File: src/rtl/mem_bus_arbiter_if.sv
`default_nettype none
// ============================================================================
// Module      : mem_bus_arbiter_if
// Description : CPU, external-requester and memory-port signals of the arbiter
// Revision    : 1.0 - initial release
// ============================================================================
interface mem_bus_arbiter_if;
  logic [15:0] cpu_address;
  logic [7:0]  cpu_o_data;
  logic        cpu_we;
  logic        cpu_locked;
  logic        ext_req;
  logic [15:0] ext_address;
  logic        ext_grant;
  logic [15:0] mem_address;
  logic [7:0]  mem_o_data;
  logic        mem_we;
  logic [7:0]  mem_i_data;

  modport master (
    input  cpu_address, cpu_o_data, cpu_we, ext_req, ext_address, mem_i_data,
    output cpu_locked, ext_grant, mem_address, mem_o_data, mem_we
  );

  modport slave (
    output cpu_address, cpu_o_data, cpu_we, ext_req, ext_address, mem_i_data,
    input  cpu_locked, ext_grant, mem_address, mem_o_data, mem_we
  );
endinterface
`default_nettype wire

File: src/rtl/mem_bus_arbiter.sv
`default_nettype none
// ============================================================================
// Module      : mem_bus_arbiter
// Description : Shares one synchronous memory port between CPU, OAM DMA and an
//               external read requester. Optional MEM_BUS_ARBITER_DMA_ALIGN_EN
//               adds a DMA_ALN cycle before the first DMA read.
// Revision    : 1.0 - initial release
// ============================================================================
module mem_bus_arbiter #(
  parameter logic [15:0] DMA_REG  = 16'h4014,
  parameter logic [15:0] OAM_DATA = 16'h2004
) (
  input  wire               clock,
  input  wire               resetn,
  input  wire               pll_locked,
  mem_bus_arbiter_if.master bus
);

  localparam logic [2:0] c_st_cpu    = 3'd0;
  localparam logic [2:0] c_st_rfch   = 3'd1;
  localparam logic [2:0] c_st_ext    = 3'd2;
  localparam logic [2:0] c_st_dma_rd = 3'd3;
  localparam logic [2:0] c_st_dma_wr = 3'd4;
`ifdef MEM_BUS_ARBITER_DMA_ALIGN_EN
  localparam logic [2:0] c_st_dma_aln = 3'd5;
`endif

  logic [2:0]  r_state;
  logic        r_ret_dma;
  logic [7:0]  r_page;
  logic [7:0]  r_idx;

  logic        w_trigger;
  logic [15:0] w_mem_address;
  logic [7:0]  w_mem_o_data;
  logic        w_mem_we;

  assign w_trigger = bus.cpu_we && (bus.cpu_address == DMA_REG);

  always_ff @(posedge clock or negedge resetn) begin
    if (!resetn) begin
      r_state   <= c_st_rfch;
      r_ret_dma <= 1'b0;
      r_page    <= 8'h00;
      r_idx     <= 8'h00;
    end else if (pll_locked) begin
      case (r_state)
        c_st_cpu: begin
          if (w_trigger) begin
            r_page  <= bus.cpu_o_data;
            r_idx   <= 8'h00;
`ifdef MEM_BUS_ARBITER_DMA_ALIGN_EN
            r_state <= c_st_dma_aln;
`else
            r_state <= c_st_dma_rd;
`endif
          end else if (bus.ext_req) begin
            r_state   <= c_st_ext;
            r_ret_dma <= 1'b0;
          end
        end
        c_st_rfch:   r_state <= c_st_cpu;
        c_st_ext:    r_state <= r_ret_dma ? c_st_dma_rd : c_st_rfch;
        c_st_dma_rd: r_state <= c_st_dma_wr;
        c_st_dma_wr: begin
          r_idx <= r_idx + 8'd1;
          // A steal after the final byte must not resume the finished DMA.
          if (bus.ext_req) begin
            r_state   <= c_st_ext;
            r_ret_dma <= (r_idx != 8'hFF);
          end else begin
            r_state   <= (r_idx == 8'hFF) ? c_st_rfch : c_st_dma_rd;
          end
        end
`ifdef MEM_BUS_ARBITER_DMA_ALIGN_EN
        c_st_dma_aln: r_state <= c_st_dma_rd;
`endif
        default:     r_state <= c_st_rfch;
      endcase
    end
  end

  always_comb begin
    w_mem_address = bus.cpu_address;
    w_mem_o_data  = bus.cpu_o_data;
    w_mem_we      = 1'b0;
    case (r_state)
      c_st_cpu:    w_mem_we = bus.cpu_we;
      c_st_ext:    w_mem_address = bus.ext_address;
      c_st_dma_rd: w_mem_address = {r_page, r_idx};
      c_st_dma_wr: begin
        w_mem_address = OAM_DATA;
        w_mem_o_data  = bus.mem_i_data;
        w_mem_we      = 1'b1;
      end
`ifdef MEM_BUS_ARBITER_DMA_ALIGN_EN
      c_st_dma_aln: w_mem_address = {r_page, 8'h00};
`endif
      default:     ;
    endcase
  end

  assign bus.mem_address = w_mem_address;
  assign bus.mem_o_data  = w_mem_o_data;
  assign bus.mem_we      = w_mem_we & pll_locked;
  assign bus.cpu_locked  = pll_locked & (r_state == c_st_cpu);
  assign bus.ext_grant   = pll_locked & (r_state == c_st_ext);

endmodule
`default_nettype wire

File: src/flat_wrapper.sv
// flat-port wrapper written by rule: the top's interface ports become plain ports
module mem_bus_arbiter_flat 
#(
  parameter logic [15:0] DMA_REG  = 16'h4014,
  parameter logic [15:0] OAM_DATA = 16'h2004
)
  (clock, resetn, pll_locked, bus_cpu_address, bus_cpu_o_data, bus_cpu_we, bus_ext_req, bus_ext_address, bus_mem_i_data, bus_cpu_locked, bus_ext_grant, bus_mem_address, bus_mem_o_data, bus_mem_we);
  mem_bus_arbiter_if bus_i ();
  input  wire clock;
  input  wire resetn;
  input  wire pll_locked;
  input wire logic [$bits(bus_i.cpu_address)-1:0] bus_cpu_address;
  input wire logic [$bits(bus_i.cpu_o_data)-1:0] bus_cpu_o_data;
  input wire logic [$bits(bus_i.cpu_we)-1:0] bus_cpu_we;
  input wire logic [$bits(bus_i.ext_req)-1:0] bus_ext_req;
  input wire logic [$bits(bus_i.ext_address)-1:0] bus_ext_address;
  input wire logic [$bits(bus_i.mem_i_data)-1:0] bus_mem_i_data;
  output wire logic [$bits(bus_i.cpu_locked)-1:0] bus_cpu_locked;
  output wire logic [$bits(bus_i.ext_grant)-1:0] bus_ext_grant;
  output wire logic [$bits(bus_i.mem_address)-1:0] bus_mem_address;
  output wire logic [$bits(bus_i.mem_o_data)-1:0] bus_mem_o_data;
  output wire logic [$bits(bus_i.mem_we)-1:0] bus_mem_we;
  assign bus_i.cpu_address = bus_cpu_address;
  assign bus_i.cpu_o_data = bus_cpu_o_data;
  assign bus_i.cpu_we = bus_cpu_we;
  assign bus_i.ext_req = bus_ext_req;
  assign bus_i.ext_address = bus_ext_address;
  assign bus_i.mem_i_data = bus_mem_i_data;
  assign bus_cpu_locked = bus_i.cpu_locked;
  assign bus_ext_grant = bus_i.ext_grant;
  assign bus_mem_address = bus_i.mem_address;
  assign bus_mem_o_data = bus_i.mem_o_data;
  assign bus_mem_we = bus_i.mem_we;
  mem_bus_arbiter #(.DMA_REG(DMA_REG), .OAM_DATA(OAM_DATA)) u_core (.clock(clock), .resetn(resetn), .pll_locked(pll_locked), .bus(bus_i));
endmodule
File: config.mk
export PLATFORM = sky130hd
export DESIGN_NAME = mem_bus_arbiter_flat
export DESIGN_NICKNAME = d
export VERILOG_FILES = /design/src/rtl/mem_bus_arbiter_if.sv /design/src/rtl/mem_bus_arbiter.sv /design/src/flat_wrapper.sv
export SDC_FILE = /design/constraint.sdc
export NUM_CORES = 1
export LEC_CHECK = 0
export ABC_AREA = 0
export BUFFER_PORTS_ARGS = -buffer_cell sky130_fd_sc_hd__buf_2
export CORE_MARGIN = 4
export CORE_UTILIZATION = 42
export DETAILED_ROUTE_END_ITERATION = 8
export GPL_TIMING_DRIVEN = 0
export PLACE_DENSITY = 0.87
export SETUP_SLACK_MARGIN = 0.2
export SLEW_MARGIN = 0
export SYNTH_ARGS = -nofsm -noshare
export SYNTH_HDL_FRONTEND = slang
export SYNTH_SLANG_ARGS = --single-unit
File: constraint.sdc
create_clock -name clock -period 2.15 [get_ports clock]
set_clock_uncertainty 0.05 [all_clocks]
set_input_delay 0.645 -clock clock [delete_from_list [all_inputs] [get_ports clock]]
set_output_delay 0.645 -clock clock [all_outputs]
set_load 0.01 [all_outputs]
==> results of run 1 <==
logic make-up (layout without fill, tap and decap cells):
logic type                 after synthesis  after routing  synth area share [%]
adders and majority gates                1              1                 0.734
DFF                                     20             20                  29.4
and+or+nand+nor                         83             83                  25.1
muxes                                   26             26                  17.6
buffers and inverters                   22            121                  4.92
AOI/OAI and AO/OA                       58             58                  22.2
per-layer routing:
| layer | wire [µm] | GRT usage [%] | vias up |
|---|---|---|---|
| li1 | - | - | 977 |
| met1 | 2520 | 29.5 | 1026 |
| met2 | 3430 | 41.1 | 140 |
| met3 | 546 | 2.66 | 25 |
| met4 | 306 | 12.9 | 0 |
| met5 | 0 | 0 | - |
synthesized netlist by cell type (3+ instances only):
library cell and number:
mux2_4 8, inv_1 5, nor3_1 3, buf_1 5, dfrtp_1 19, nor2_1 22, nand3_1 4, clkbuf_1 9
nand2_1 35, a21oi_1 22, o21ai_0 3, a31oi_1 4, mux2i_1 18, and3_1 3, o21ai_1 5, a311oi_1 14
critical path: stages, from the launching register on:
cell and delay [ps]:
dfstp_2 540, buf_8 100, buf_4 160, buf_12 140
mux2i_1 90, a311oi_2 290, buf_2 180
flip-flops by register name (all words and copies together), names as in the netlist:
register	cells
u_core.r_idx	8
u_core.r_page	8
u_core.r_state	3
u_core.r_ret_dma	1
cell usage in the layout (no fill, tap or decap), types with 3 or more instances in the layout:
cell type and n:
buf_2 77, nand2_1 33, nor2_1 20, dfrtp_1 18
buf_4 15, a311oi_2 14, mux2i_1 12, a21oi_2 11
a21oi_1 9, mux2_4 8, buf_8 7, inv_1 5
o21ai_1 4, mux2i_2 4, nand3_1 4, a31oi_1 4
clkbuf_8 4, clkbuf_4 3, a21oi_4 3, nor3_4 3
and3_1 3, o21ai_0 3, buf_6 3
cell type report:
class,count,area [µm²]
Buffer,15,168
Sequential cell,20,503
Timing Repair Buffer,95,596
Fill cell,260,1020
Inverter,7,26.3
Multi-Input combinational cell,168,1380
Clock buffer,4,45.0
Tap cell,48,60.1
stage by stage:
| stage | std cells | area (µm²) | hold slack (ps) |
|---|---|---|---|
| after detailed placement | 337 | 2340 | 458 |
| after global placement | 337 | 2340 | 454 |
| after global routing | 357 | 2780 | 302 |
| after CTS | 353 | 2620 | 291 |
| final | 357 | 2780 | 279 |
| after floorplan | 210 | 1890 | 299 |
final timing paths:
check	depth (start not counted)	endpoint	slack, ps
worst max-delay path	6	bus_mem_address[9]	-310
worst max register to register	8	u_core.r_idx[7]	260
worst min-delay path	1	u_core.r_page[0]	280
min in group clock	1	u_core.r_page[5]	480
max in group asynchronous	1	u_core.r_state[1]	1410
worst min register to register	1	u_core.r_page[5]	480
where the power goes:
group          switching [mW]  internal [mW]
combinational            1.21           1.06
clock                   0.126          0.132
sequential              0.112          0.459
total                    1.44           1.65
repair_timing:
action | 4_1_cts | 5_1_grt
cloned | 2 | 1
hold buffers | 0 | 0
buffers inserted | 10 | 3
resized for setup | 36 | 34
endpoints found under the setup margin | 45 | 45
pin swaps | 6 | 7
==> flow_metrics.py, run 1 <==
metrics = {
    "worst_setup_path": {
        "worstSetupStartpointType": "flop",
        "regToRegStartpoint": "u_core.r_state[0]",
        "worstSetupEndpointType": "primary output",
        "critPathLaunch": "u_core.r_state[0]",
        "critPathKind": "flop to primary output",
        "crit_arrival_ps": 1760,
        "path_max_fanout": 5,
        "crit_required_ps": 1450,
    },
    "grt": {
        "grtUsageTotal_pct": 24.1,
        "grt_pass1_vias": 2039,
        "overflow": 0,
        "antenna_found_initial": 0,
        "grt_first_pass_wirelength_um": 9770,
        "grt_start_max_net_pins": 21,
    },
    "yosys": {
        "synthesis.area_um2": 1700,
        "synth_edf_count": 0,
        "synth_area_leaders": "dfrtp_1 (28%), mux2i_1 (11%), nand2_1 (7.7%), a311oi_1 (7.2%), mux2_4 (7.0%)",
        "yosysSeqAreaShare_pct": 29.4,
        "synth_top_area_share_pct": 27.9,
        "postSynthCellCount": 210,
        "async_flop_share_pct": 100,
        "synth_flop_cell": "dfrtp_1",
        "syn_nets": 264,
        "ys_warn_count": 0,
        "synth_seq_cells": 20,
        "ys_types": 41,
        "netlist.top_cell.by_area": "dfrtp_1",
        "syn_area_per_cell_um2": 8.11,
    },
    "timing": {
        "setup_viol": 24,
        "worst_pin_slew_ps": 479,
        "rsz0062_at_grt": "yes",
        "relSlewSlack_pct": 68.1,
        "finalSetupTns_ps": -4870,
        "hold_viol": 0,
        "setup_slack_ps": -309,
        "max_freq_mhz": 407,
        "fin_crit_ps": 2460,
        "slew_viol_final": 0,
        "fin_crit_sh_pct": 114,
    },
    "floorplanning": {
        "coreArea_um2": 3800,
        "die_w_um": 71.7,
        "initial_core_util_pct": 44.9,
        "die_h_um": 71.7,
        "rows": 22,
        "ios": 80,
        "die_area_um2": 5140,
    },
    "cells_and_area": {
        "area_growth_pct": 63.0,
        "antenna_cells": 0,
        "drive_above_1_share_pct": 56.6,
        "fin_util_pct": 73.1,
        "num-nets-final": 364,
    },
    "job": {
        "drv_cap": 0,
    },
    "route": {
        "viasPerCell": 6.07,
        "dr.pass1.iters": 5,
        "ant_nets": 0,
        "wl_per_cell_um": 19.1,
        "drc": 0,
        "first_iter_violations": 146,
        "dr_total_vias": 2168,
        "wirelength_um": 6800,
    },
    "power": {
        "finalPower_mw": 3.10,
        "power.density_nw_per_um2": 1110,
        "static-leakage-power_nw": 1.27,
        "vdd_drop_max_v": 0.000625,
    },
    "clocking": {
        "cts_tree": "yes",
        "cts_buffer_depth": 2,
        "path_clk_slew_ps": 70,
        "cts.sinks": 20,
        "cts_root_buf": "clkbuf_8",
        "cts_buffers": 3,
        "clock_latency_ps": 260,
        "cts_max_level": 1,
    },
    "place": {
        "io_buffers": 79,
        "dp_hpwl_um": 4440,
        "gp_congestion": 0.864,
        "dpl_worst_slack_ps": -464,
    },
    "outcome": {
        "violations": "setup timing",
        "status": "finished with violations",
    },
    "hold_path": {
        "hold_path_class": "input port to async pin",
    },
}
(Power assumes the default switching activity.)
==> inputs of run 2 (changes only) <==
Settings changed: ABC_AREA 0 to 1, CORE_UTILIZATION 42 to 43, PLACE_DENSITY 0.87 to 0.88.
==> run 2 against run 1 <==
Against the previous run:
- the run still ends with setup timing left
- power grew 3.9%
- via count grew 19%
- non-clock buffer count grew 13
- register-to-register slack lost 200 ps
- design area grew 3.4%
- first-iteration DRC count grew to 3.9 times the previous value
- worst hold slack lost 3.8 ps
- clock-buffer cell count shrank 1
- sequential cell count is the same
- wire length grew 29%
- synthesized cell count grew 21%
- die area shrank 0.79%
- largest power group unchanged
- highest routed layer unchanged
==> flow_metrics.py, run 2 <==
metrics = {
    "clocking": {
        "cts_tree": "yes",
        "postCtsHoldBufs": 0,
        "cts_max_level": 1,
        "path_clk_slew_ps": 90,
        "cts.sinks": 20,
        "clock_latency_ps": 280,
        "cts_buffers": 3,
        "cts_root_buf": "clkbuf_8",
        "cts_buffer_depth": 2,
    },
    "route": {
        "drc": 0,
        "dr_total_vias": 2584,
        "met3WireLength_um": 1130,
        "dr.pass1.iters": 5,
        "wl_met1_um": 2790,
        "met2WireLength_um": 4050,
        "ant_nets": 0,
        "first_iter_violations": 564,
        "wl_per_cell_um": 20.7,
        "wirelength_um": 8760,
        "top_layer": "met4",
        "viasPerCell": 6.09,
    },
    "power": {
        "vdd_drop_max_v": 0.000675,
        "power.density_nw_per_um2": 1120,
        "static-leakage-power_nw": 1.54,
    },
    "worst_setup_path": {
        "crit_arrival_ps": 1800,
        "critPathKind": "flop to primary output",
        "r2r_cells": 11,
        "crit_cells": 9,
        "slowest_stage": "dfstp_2",
        "cp_common_cell": "buf_6",
        "crit_family": "buffers and inverters",
        "crit_path_max_incr_delay_ps": 600,
        "crit_required_ps": 1450,
        "path_cells": "buf_6 -> buf_12 -> nand2_8 -> inv_8 -> buf_8 -> buf_6 -> a22oi_2 -> nand2_1 -> buf_6",
        "worstSetupEndpointType": "primary output",
        "path_max_fanout": 5,
        "worstSetupStartpointType": "flop",
        "critPathBufInv": 6,
    },
    "yosys": {
        "syn_nets": 308,
        "synth_common_cells": "nand2_1 (85), nor2_1 (29), inv_1 (25), nand3_1 (22), dfrtp_1 (19)",
        "synth_edf_count": 0,
        "postSynthCellCount": 254,
        "synthesis.area_um2": 1730,
        "synth_most_common_cell": "nand2_1",
        "netlist.top_cell.by_area": "dfrtp_1",
        "ys_warn_count": 0,
        "async_flop_share_pct": 100,
        "synth_flop_cell": "dfrtp_1",
        "synth_area_leaders": "dfrtp_1 (27%), nand2_1 (18%), nand3_1 (6.4%), nor2_1 (6.3%), a22oi_2 (5.8%)",
        "synth_top_area_share_pct": 27.5,
        "synth_top_family_by_area": "simple AND/OR/NAND/NOR gates",
        "synth_seq_cells": 20,
        "synthAdderAreaFrac_pct": 0.724,
        "syn_area_per_cell_um2": 6.81,
        "ys_types": 31,
        "synth.mux.area_fraction_pct": 0,
        "synth_compound_area_share_pct": 17.9,
        "synthXorXnorAreaFrac_pct": 1.01,
        "yosysSeqAreaShare_pct": 29.0,
        "synth-simple-area-share_pct": 40.6,
    },
    "grt": {
        "grt_first_pass_wirelength_um": 11200,
        "grtUsageTotal_pct": 29.0,
        "overflow": 0,
        "grt_pass1_vias": 2232,
        "grt_start_max_net_pins": 21,
        "antenna_found_initial": 1,
    },
    "timing": {
        "relSlewSlack_pct": 65.9,
        "slew_viol_final": 0,
        "hold_viol": 0,
        "max_freq_mhz": 401,
        "rsz0062_at_grt": "yes",
        "setup_slack_ps": -346,
        "setup_viol": 27,
        "timing.hold.ws_ps": 275,
        "fin_crit_sh_pct": 116,
        "worst_pin_slew_ps": 512,
        "fin_crit_ps": 2500,
    },
    "cells_and_area": {
        "drive_above_1_share_pct": 51.5,
        "num-nets-final": 430,
        "area_growth_pct": 66.1,
        "design_area_um2": 2870,
        "fin_cells": 424,
        "top_regs": "u_core.r_idx (8), u_core.r_page (8), u_core.r_state (3)",
        "fin_util_pct": 76.1,
        "layout_common_cells": "nand2_1 (75), buf_2 (75), nor2_1 (28)",
    },
    "hold_path": {
        "hold_path_class": "input port to async pin",
    },
    "floorplanning": {
        "coreArea_um2": 3770,
        "rows": 22,
        "ios": 80,
        "die_area_um2": 5100,
        "die_h_um": 71.4,
        "initial_core_util_pct": 45.9,
        "die_w_um": 71.4,
    },
    "job": {
        "drv_cap": 0,
    },
    "place": {
        "gp_congestion": 0.885,
        "placedInstanceArea_um2": 2180,
        "dp_hpwl_um": 4150,
        "io_buffers": 79,
        "placed_cells": 381,
    },
    "outcome": {
        "violations": "setup timing",
        "status": "finished with violations",
    },
}
## run 2: cell count changes after synthesis, moves of 7 or more
cell / before / now
a22oi_2: 0 / 8
nand2_2: 0 / 7
nand2_1: 35 / 85
nor2_1: 22 / 29
mux2_4: 8 / 0
clkbuf_1: 9 / 0
inv_1: 5 / 25
o21ai_2: 0 / 9
a21oi_1: 22 / 2
a311oi_1: 14 / 0
nand3_1: 4 / 22
mux2i_1: 18 / 0
## run 2: cell type report
cell class	instances	area, µm²
antenna	1	2.50
buffer	6	96.3
clock buffer	3	41.3
clock inverter	1	30.0
fill	223	900
inverter	32	143
multi-input combinational	196	1170
sequential	20	504
tap	48	60.1
timing repair buffer	117	823
## run 2: worst paths after layout
| path | start | slack [ps] | endpoint |
|---|---|---|---|
| setup / recovery | u_core.r_state[0] | -350 | bus_mem_address[15] |
| hold / removal | resetn | 280 | u_core.r_state[2] |
| setup reg to reg | u_core.r_state[1] | 60 | u_core.r_page[0] |
| hold reg to reg | u_core.r_ret_dma | 440 | u_core.r_ret_dma |
| max in group asynchronous | resetn | 1410 | u_core.r_state[1] |
| min in group clock | u_core.r_ret_dma | 440 | u_core.r_ret_dma |
## run 2: logic make-up (layout without fill, tap and decap cells)
logic type	Yosys count	in the layout
AO/OA/AOI/OAI	38	38
other	0	1
flip-flops	20	20
XOR/XNOR	2	2
buffers and inverters	38	159
adder cells (fa/ha/maj)	1	1
AND/OR/NAND/NOR	155	155
## run 2: worst register-to-register path, delay by kind of cell (launching register included)
| family | cells | cell delay [ps] |
|---|---|---|
| compound gates | 1 | 60 |
| buf+inv | 5 | 770 |
| flops | 1 | 450 |
| simple gates | 5 | 660 |
## run 2: through the flow
stage | power (mW) | setup TNS (ps) | setup WS (ps)
after floorplan | 1.33 | 0 | 168
after global placement | 1.74 | -183 | -45.3
after detailed placement | 1.77 | -628 | -72.0
after CTS | 2.76 | -2720 | -161
after global routing | 3.32 | -7050 | -343
final | 3.22 | -6630 | -346
## run 2: per-layer routing
metal  track usage (%)  up-vias
met3              6.31       83
met2              48.6      271
met1              32.5     1170
met5                 0        -
li1                  -     1060
met4              20.0        0
## run 2: where the power goes
group	internal (mW)	switching, mW
logic	1.10	1.23
clock network	0.250	0.155
registers	0.427	0.0555
total	1.78	1.44
## run 2: repair_timing
item	4_1_cts	5_1_grt
setup buffers	24	10
cloned	2	2
pin swaps	10	10
endpoints found under the setup margin	27	27
resized for setup	37	33
